==> config.mk <==
export PLATFORM = sky130hd
export DESIGN_NAME = divider_11
export DESIGN_NICKNAME = d
export VERILOG_FILES = /design/src/rtl/divider_pkg.sv /design/src/rtl/divider_step.sv /design/src/rtl/divider_11.sv
export SDC_FILE = /design/constraint.sdc
export NUM_CORES = 1
export LEC_CHECK = 0
export CORE_MARGIN = 10
export CORE_UTILIZATION = 51
export DETAILED_ROUTE_END_ITERATION = 10
export PLACE_DENSITY = 0.77
export SLEW_MARGIN = 20
export SYNTH_ARGS = -nofsm -noshare
export SYNTH_HDL_FRONTEND = slang
export SYNTH_SLANG_ARGS = --single-unit
==> constraint.sdc <==
create_clock -name clk -period 3.1 [get_ports clk]
set_clock_uncertainty 0.05 [all_clocks]
set_input_delay 0.465 -clock clk [delete_from_list [all_inputs] [get_ports clk]]
set_output_delay 0.465 -clock clk [all_outputs]
set_load 0.01 [all_outputs]
==> src/rtl/divider_pkg.sv <==
// Shared types and constants for the iterative mantissa divider.
package divider_pkg;

    localparam int DIV_WIDTH = 11;

    typedef enum logic [1:0] {
        IDLE = 2'd0,
        BUSY = 2'd1,
        DONE = 2'd2
    } div_state_t;

    // Partial remainder: one bit wider than the divisor.
    typedef logic [DIV_WIDTH:0] div_rem_t;

endpackage : divider_pkg

==> src/rtl/divider_step.sv <==
// One combinational restoring-division step: shift in the next dividend
// bit, try to subtract the divisor, keep the difference when it does not
// borrow. The subtraction is carried one bit wider than the partial
// remainder so the borrow out is the sign of the trial.
module divider_step
    import divider_pkg::*;
#(
    parameter int WIDTH = DIV_WIDTH
) (
    input  logic [WIDTH:0]   prem,
    input  logic             dvd_bit,
    input  logic [WIDTH-1:0] divisor,
    output logic [WIDTH:0]   prem_next,
    output logic             q_bit
);

    logic [WIDTH+1:0] shifted_s;
    logic [WIDTH+1:0] trial_s;

    // Trial subtraction and restore selection.
    always_comb begin
        shifted_s = {prem, dvd_bit};
        trial_s   = shifted_s - {2'b00, divisor};
        q_bit     = ~trial_s[WIDTH+1];
        if (q_bit) begin
            prem_next = trial_s[WIDTH:0];
        end else begin
            prem_next = shifted_s[WIDTH:0];
        end
    end

endmodule : divider_step

==> src/rtl/divider_11.sv <==
// Iterative radix-2 restoring divider: 2*WIDTH-bit dividend by WIDTH-bit
// divisor, one quotient bit per cycle, MSB first. Divide-by-zero and
// quotient overflow are detected at accept and answered in one cycle.
// Optional build macro DIVIDER_11_STICKY_EN adds the 'sticky' output
// (OR of the remainder bits) used by FP rounding.
module divider_11
    import divider_pkg::*;
#(
    parameter int WIDTH = DIV_WIDTH
) (
    input  logic               clk,
    input  logic               rst_n,
    input  logic               in_valid,
    output logic               in_ready,
    input  logic [2*WIDTH-1:0] dividend,
    input  logic [WIDTH-1:0]   divisor,
    output logic               out_valid,
    input  logic               out_ready,
    output logic [WIDTH-1:0]   quotient,
    output logic [WIDTH-1:0]   remainder,
    output logic               div_by_zero,
    output logic               overflow
`ifdef DIVIDER_11_STICKY_EN
    ,
    output logic               sticky
`endif
);

    localparam int CW = $clog2(WIDTH);

    div_state_t state_r;
    div_state_t next_state_s;

    logic [CW-1:0]    cnt_r;
    logic [WIDTH:0]   prem_r;
    logic [WIDTH-1:0] dvd_lo_r;
    logic [WIDTH-1:0] dvs_r;
    logic [WIDTH-1:0] quo_r;

    logic [WIDTH-1:0] quotient_r;
    logic [WIDTH-1:0] remainder_r;
    logic             div_by_zero_r;
    logic             overflow_r;
    logic             out_valid_r;

    logic             in_ready_s;
    logic             accept_s;
    logic             dbz_in_s;
    logic             ovf_in_s;
    logic             last_step_s;
    logic             dvd_bit_s;
    logic [WIDTH:0]   step_prem_s;
    logic             step_q_s;
    logic [WIDTH-1:0] quo_next_s;

    // Handshake and fast-path decode from current state and inputs.
    always_comb begin
        in_ready_s  = (state_r == IDLE);
        accept_s    = in_valid & in_ready_s;
        dbz_in_s    = (divisor == {WIDTH{1'b0}});
        ovf_in_s    = (dividend[2*WIDTH-1:WIDTH] >= divisor);
        last_step_s = (state_r == BUSY) && (cnt_r == {CW{1'b0}});
    end

    // The counter doubles as the index of the next low dividend bit and of
    // the quotient bit being produced, so no shift registers are needed.
    always_comb begin
        dvd_bit_s             = dvd_lo_r[cnt_r];
        quo_next_s            = quo_r;
        quo_next_s[cnt_r]     = step_q_s;
    end

    divider_step #(
        .WIDTH (WIDTH)
    ) u_step (
        .prem      (prem_r),
        .dvd_bit   (dvd_bit_s),
        .divisor   (dvs_r),
        .prem_next (step_prem_s),
        .q_bit     (step_q_s)
    );

    // State register.
    always_ff @(posedge clk or negedge rst_n) begin
        if (!rst_n) begin
            state_r <= IDLE;
        end else begin
            state_r <= next_state_s;
        end
    end

    // Next-state logic.
    always_comb begin
        next_state_s = state_r;
        case (state_r)
            IDLE: begin
                if (accept_s) begin
                    if (dbz_in_s || ovf_in_s) begin
                        next_state_s = DONE;
                    end else begin
                        next_state_s = BUSY;
                    end
                end else begin
                    next_state_s = IDLE;
                end
            end
            BUSY: begin
                if (cnt_r == {CW{1'b0}}) begin
                    next_state_s = DONE;
                end else begin
                    next_state_s = BUSY;
                end
            end
            DONE: begin
                if (out_valid_r && out_ready) begin
                    next_state_s = IDLE;
                end else begin
                    next_state_s = DONE;
                end
            end
            default: begin
                next_state_s = IDLE;
            end
        endcase
    end

    // Working registers: operand capture on accept, one step per BUSY cycle.
    always_ff @(posedge clk or negedge rst_n) begin
        if (!rst_n) begin
            cnt_r    <= {CW{1'b0}};
            prem_r   <= {(WIDTH+1){1'b0}};
            dvd_lo_r <= {WIDTH{1'b0}};
            dvs_r    <= {WIDTH{1'b0}};
            quo_r    <= {WIDTH{1'b0}};
        end else if (accept_s) begin
            cnt_r    <= CW'(WIDTH-1);
            prem_r   <= {1'b0, dividend[2*WIDTH-1:WIDTH]};
            dvd_lo_r <= dividend[WIDTH-1:0];
            dvs_r    <= divisor;
            quo_r    <= {WIDTH{1'b0}};
        end else if (state_r == BUSY) begin
            cnt_r    <= cnt_r - CW'(1);
            prem_r   <= step_prem_s;
            quo_r    <= quo_next_s;
        end else begin
            cnt_r    <= cnt_r;
            prem_r   <= prem_r;
            quo_r    <= quo_r;
        end
    end

    // Result registers: written on a fast-path accept or on the final step,
    // held while the consumer stalls.
    always_ff @(posedge clk or negedge rst_n) begin
        if (!rst_n) begin
            quotient_r    <= {WIDTH{1'b0}};
            remainder_r   <= {WIDTH{1'b0}};
            div_by_zero_r <= 1'b0;
            overflow_r    <= 1'b0;
            out_valid_r   <= 1'b0;
        end else if (accept_s && dbz_in_s) begin
            quotient_r    <= {WIDTH{1'b1}};
            remainder_r   <= dividend[WIDTH-1:0];
            div_by_zero_r <= 1'b1;
            overflow_r    <= 1'b0;
            out_valid_r   <= 1'b1;
        end else if (accept_s && ovf_in_s) begin
            quotient_r    <= {WIDTH{1'b1}};
            remainder_r   <= {WIDTH{1'b0}};
            div_by_zero_r <= 1'b0;
            overflow_r    <= 1'b1;
            out_valid_r   <= 1'b1;
        end else if (last_step_s) begin
            quotient_r    <= quo_next_s;
            remainder_r   <= step_prem_s[WIDTH-1:0];
            div_by_zero_r <= 1'b0;
            overflow_r    <= 1'b0;
            out_valid_r   <= 1'b1;
        end else if (out_valid_r && out_ready) begin
            out_valid_r   <= 1'b0;
        end else begin
            out_valid_r   <= out_valid_r;
        end
    end

`ifdef DIVIDER_11_STICKY_EN
    logic sticky_r;

    // Sticky bit tracks the remainder written alongside it.
    always_ff @(posedge clk or negedge rst_n) begin
        if (!rst_n) begin
            sticky_r <= 1'b0;
        end else if (accept_s && dbz_in_s) begin
            sticky_r <= |dividend[WIDTH-1:0];
        end else if (accept_s && ovf_in_s) begin
            sticky_r <= 1'b0;
        end else if (last_step_s) begin
            sticky_r <= |step_prem_s[WIDTH-1:0];
        end else begin
            sticky_r <= sticky_r;
        end
    end

    assign sticky = sticky_r;
`endif

    assign in_ready    = in_ready_s;
    assign out_valid   = out_valid_r;
    assign quotient    = quotient_r;
    assign remainder   = remainder_r;
    assign div_by_zero = div_by_zero_r;
    assign overflow    = overflow_r;

endmodule : divider_11

# Word-level counts from Yosys, hierarchy flattened
# Cells that the tools add are included.
[totals]
register_bits = 76
in_bits = 37
out_inout_bits = 26
word_cells = 64
[classes]
n_addsub = 2
n_lt_le_gt_ge = 3
eq_ne = 2
muxes = 32
bitwise = 2
reduce_logical = 12
[op_table]
columns = ["cell", "count"]
rows = [
  ["two-way mux 11 bit", 8],
  ["two-way mux 12 bit", 3],
  ["subtractor 13 x 11 -> 13 bit", 1],
  ["bitwise mux 11 bit", 1],
  [">= comparator 11 bit", 1],
  ["zero test 11 bit", 1],
  ["two-way mux 1 bit", 11],
  ["two-way mux 2 bit", 4],
  ["two-way mux 4 bit", 2],
  ["case mux 2 bit (3 select lines)", 1],
  ["logical AND 1 bit", 5],
  ["less-than comparator 4 x 5 -> 1 bit (second input constant)", 1],
  ["binary-select mux 1 bit (select 4 bit)", 1],
  ["demux 1 bit (select 4 bit)", 1],
  [">= comparator 4 x 1 -> 1 bit (second input constant)", 1],
  ["zero test 4 bit", 1],
  ["nonzero test 4 bit", 1],
  ["subtractor 4 x 1 -> 4 bit (second input constant)", 1],
  ["nonzero test 3 bit", 1],
  ["== test 2 x 1 -> 1 bit (second input constant)", 1],
  ["== test 2 bit (second input constant)", 1],
  ["zero test 2 bit", 1],
  ["nonzero test 2 bit", 1],
  ["bitwise AND 1 bit", 1],
  ["other kinds (2)", 2],
]

# Longest topological paths before layout
[logic_depth]
word_depth = 8
mapped_depth = 15
depth_no_buf = 12

# Modules after synthesis
# A second synthesis with hierarchy kept.
[hier_totals]
cells_unflattened = 491
hier_area_um2 = 4546.9
[by_module_without_submodules]
columns = ["module", "n_inst", "cells_per_inst", "area_per_inst_um2", "seq_area_each_um2"]
rows = [
  ["divider_11", 1, 397, 3793.6, 1876.8],
  ["divider_step", 1, 94, 753.2, 0.0],
]

# Least setup slack after synthesis
# OpenSTA, ideal clock, no wires.
[synth_path]
path_type = "reg-to-reg"
startpoint = "register cnt_r[2]"
endpoint = "register remainder_r[3], in the netlist remainder[3]"
setup_time_ps = 135
arrival_time_ps = 3005
required_ps = 2915
slack_ps = -89
stages_incl_launch_ff = 15
path_buffers = 3
synth_period_minus_slack_ps = 3189
cell_sequence = "dfrtp_1 -> buf_2 -> nor2b_1 -> buf_2 -> a221oi_1 -> o31a_1 -> ha_1 -> fa_1 -> nand2b_1 -> a211oi_4 -> o21a_4 -> o221ai_4 -> buf_2 -> a31oi_1 -> o22ai_1"
[synth_via]
elab_chain_len = 7
word_cells_on_any_way = 10
classes_between = "1 x add/sub; 6 x mux; 3 x reduce/logical"
[synth_rtl]
columns = ["element", "line_no", "rtl"]
rows = [
  ["start: declaration", "divider_11.sv:34", "logic [CW-1:0] cnt_r;"],
  ["start signal: assignment", "divider_11.sv:130", "cnt_r <= {CW{1'b0}};"],
  ["start signal: assignment", "divider_11.sv:136", "cnt_r <= CW'(WIDTH-1);"],
  ["start signal: assignment", "divider_11.sv:142", "cnt_r <= cnt_r - CW'(1);"],
  ["binary-select mux 1 bit (select 4 bit)", "divider_11.sv:68", "dvd_bit_s = dvd_lo_r[cnt_r];"],
  ["two-way mux 1 bit (not written as such)", "divider_11.sv:68", ""],
  ["subtractor 13 x 11 -> 13 bit", "divider_step.sv:23", "trial_s = shifted_s - {2'b00, divisor};"],
  ["two-way mux 12 bit", "divider_step.sv:25", "if (q_bit) begin"],
  ["two-way mux 11 bit", "divider_11.sv:173", "end else if (last_step_s) begin"],
  ["two-way mux 11 bit", "divider_11.sv:167", "end else if (accept_s && ovf_in_s) begin"],
  ["two-way mux 11 bit", "divider_11.sv:161", "end else if (accept_s && dbz_in_s) begin"],
  ["end signal: assignment", "divider_11.sv:163", "remainder_r <= dividend[WIDTH-1:0];"],
  ["end signal: assignment", "divider_11.sv:169", "remainder_r <= {WIDTH{1'b0}};"],
  ["end signal: assignment", "divider_11.sv:175", "remainder_r <= step_prem_s[WIDTH-1:0];"],
  ["end: declaration", "divider_11.sv:41", "logic [WIDTH-1:0] remainder_r;"],
]
# Several ways; a longest one is shown, not always the timed one. The select of a mux whose other input is x is not followed.
# A chain may end at the register's enable or synchronous reset.

# Worst setup path in the final report
[layout_path]
startpoint = "register cnt_r[0]"
endpoint = "register remainder_r[9], in the netlist remainder[9]"
# Same word-level chain as after synthesis.

==> flow_summary.toml <==
[grt]
grt-ovfl-total = 0
grtUsageTotal_pct = 23.3
antenna_found_initial = 0
grt_pass1_vias = 4991
grt_max_degree = 76
grt_pass1_wl_mm = 26.9

[synthesis]
synthCells = 583
syn-num-nets = 647
synth_compound_area_share_pct = 24.8
syn_area_sq_um = 4930
synth_area_leaders = "dfrtp_1, nand2_1, ha_1"
synth_top_family_by_area = "compound AO/OA/AOI/OAI gates"
synth.largest_area_cell = "dfrtp_1"
yosys.area_share.adder_pct = 7.00
synth_edf_count = 0
synth_top_area_share_pct = 38.0
syn_avg_cell_area_sq_um = 8.46
async_flop_share_pct = 100
synth_xor_area_share_pct = 1.24
ys.flop_type = "dfrtp_1"
synth-simple-area-share_pct = 21.4
seq_area_frac_synth_pct = 38.0
muxShareOfSynthArea_pct = 1.12
synth_seq_cells = 75
synth_warnings = 0
synthDistinctLibCells = 66

[cts]
h-tree-depth = 3
cts_tree = "done"
clock_path_buffers = 2
cts.sinks = 75
path_clk_slew_ns = 0.09
cts_hold_buf = 0
clockRootBuffer = "clkbuf_8"
cts_made_buffers = 9
insertion_delay_ns = 0.35

[final_layout]
most-common-layout-cells = "nand2_1, dfrtp_1, clkdlybuf4s50_1, buf_4"
final_area_sq_um = 6620
diodes = 0
fin_cells = 810
fill_cells = 726
final_common_cell = "nand2_1"
drive_gt1_share_pct = 20.9
area_delta_synth_final_pct = 34.1
final_util_pct = 70.9
fin_nets = 740

[drt]
first_pass_iters = 5
ant_nets = 0
drtIter0Drc = 536
vias_per_cell = 6.31
drt_wl_total_mm = 16.9
wire_per_inst_um = 20.9
remaining_drc_errors = 0
vias = 5108

[timing]
finalCriticalPeriod_ns = 3.39
hold_viol_final = 0
worst_hold_slack_ns = 0.206
fmax_mhz = 295
worstMarginPinSlew_ns = 1.04
slew-limit-headroom_pct = 30.7
rsz0062_at_grt = "yes"
period_share_pct = 109
drv_slew = 0
finalSetupViolCount = 37
setup_ws_ns = -0.292

[die]
die_y_um = 118
rows = 35
dieArea_sq_um = 14000
core_sq_um = 9330
die_width_um = 118
initial_core_util_pct = 52.9
num_io_pins = 63

[power]
irDropWorstVdd_v = 0.000636
power.share.clock_pct = 8.1
total_switching_power_uw = 4520
p_int_uw = 4650
netSwitchingFraction_pct = 49.3
seqPwrFrac_pct = 19.9
finalPower_uw = 9170
power.density_nw_per_um2 = 1390
comb_power_share_pct = 72.0
p_leak_uw = 0.00289

[setup_path]
worstPathCellList = "buf_6 > mux2_4 > a32o_2 > o21ai_2 > o31a_1 > ha_2 > fa_2 > nand2b_4 > a211oi_4 > o21a_4 > buf_6 > o221ai_4 > a31oi_1 > buf_4 > a21oi_2"
crit_type = "flip-flop to flip-flop"
worstPathRequired_ns = 3.33
worst_path_largest_cell_delay_ns = 0.43
crit_start = "cnt_r[0]$_DFFE_PN0P_"
cp-end-kind = "flip-flop"
startpoint_type = "flip-flop"
cp_data_arrival_time_ns = 3.62
r2r-start = "cnt_r[0]$_DFFE_PN0P_"
cp_max_fo = 8
ff2ff_setup_slack_ns = -0.29
cpMaxStageDelayCell = "dfrtp_1"
path_common_cell = "buf_6"

[place]
portBuffers = 62
place_inst = 771
postPlaceCellArea_sq_um = 5830
dp_hpwl_mm = 11.7
gp_congestion = 0.938

[min_path]
holdCritPathClass = "input port to async pin"

[outcome]
violations = "setup timing"
status = "finished, violations left"

[job]
max_cap_violations = 0
## cell type report
type | instances | area [sq um] | area share (%)
sequential | 75 | 1880 | 28.4
tap | 129 | 161 | 2.44
timing repair buffer | 121 | 1200 | 18.2
clock buffer | 9 | 124 | 1.87
inverter | 32 | 120 | 1.82
multi-input combinational | 437 | 3060 | 46.3
clock inverter | 7 | 70.1 | 1.06
## sequential cells by signal, summed over array words and instances, names as in the netlist
| register | cells |
|---|---|
| cnt_r | 4 |
| dvs_r | 11 |
| prem_r | 12 |
| out_valid | 1 |
| overflow | 1 |
| state_r | 2 |
| dvd_lo_r | 11 |
| quo_r | 10 |
| remainder | 11 |
| quotient | 11 |
| div_by_zero | 1 |
## layer usage
layer,GRT usage [%],vias up,share of wire [%]
li1,-,2308,-
met1,30.9,2497,43
met2,36.2,258,46
met3,4.95,45,8.7
met4,8.81,0,3.0
met5,0,-,0
## timing repair
action	in CTS	in global routing
gates resized for setup	59	39
setup buffers	14	14
pin swaps	27	35
setup endpoints to repair	37	37
cloned	2	0
## path summary, 6_finish.rpt
path	cells past startpoint	endpoint
max	15	remainder[9]$_DFFE_PN0P_
min	1	prem_r[3]$_DFFE_PN0P_
max reg2reg	15	remainder[9]$_DFFE_PN0P_
min reg2reg	2	dvd_lo_r[7]$_DFFE_PN0P_
max in group asynchronous	1	cnt_r[2]$_DFFE_PN0P_
min in group clk	2	dvd_lo_r[7]$_DFFE_PN0P_
## worst max-delay path: cells and delay by family, from the launching register on
family          cells  cell delay (ns)
buf+inv             3             0.43
compound gates      8             1.57
simple gates        1             0.14
fa+ha+maj           2             0.42
flops               1             0.43
mux                 1             0.29
## cells in the mapped netlist (all sizes together) (2+ instances only)
cell type  instances
or2                4
a221oi            12
or4                3
nand2b             6
o22ai              4
ha                26
o21a               5
o2bb2ai            2
xor2               3
a211oi             2
a41oi              2
nor2              29
xnor2              4
a31oi             15
clkbuf            21
o31ai              3
a22oi             15
nand4b             7
o211ai            24
a311oi             2
nand3b             2
nand2             97
inv               32
nand4              4
buf               20
nor3              11
dfrtp             75
o21ai             53
nor2b              5
and2               4
a21o               3
mux2               4
nand3             17
nor4               4
and3              19
or3                2
a21oi             29
## per-stage QoR
stage               worst slack (ns)  TNS, ns
global placement              -0.361    -3.85
floorplan                     0.0239        0
global route                  -0.404   -12.20
detailed placement            -0.428    -7.14
CTS                           -0.188    -2.98
finish                        -0.292    -7.05
## power groups by stage
stage	logic, uW	clock network (uW)	registers [uW]
2_1_floorplan	3220	0	1690
3_3_place_gp	4850	0	1780
3_5_place_dp	4950	0	1790
4_1_cts	5660	758	1790
5_1_grt	7080	798	1860
6_report	6600	746	1820
## cells by family after synthesis
logic type / after synthesis
fa+ha+maj: 27
simple gates: 216
mux: 5
buf+inv: 73
flops: 75
xor+xnor: 7
compound gates: 180
No activity file was read; power rests on OpenSTA's default activity.
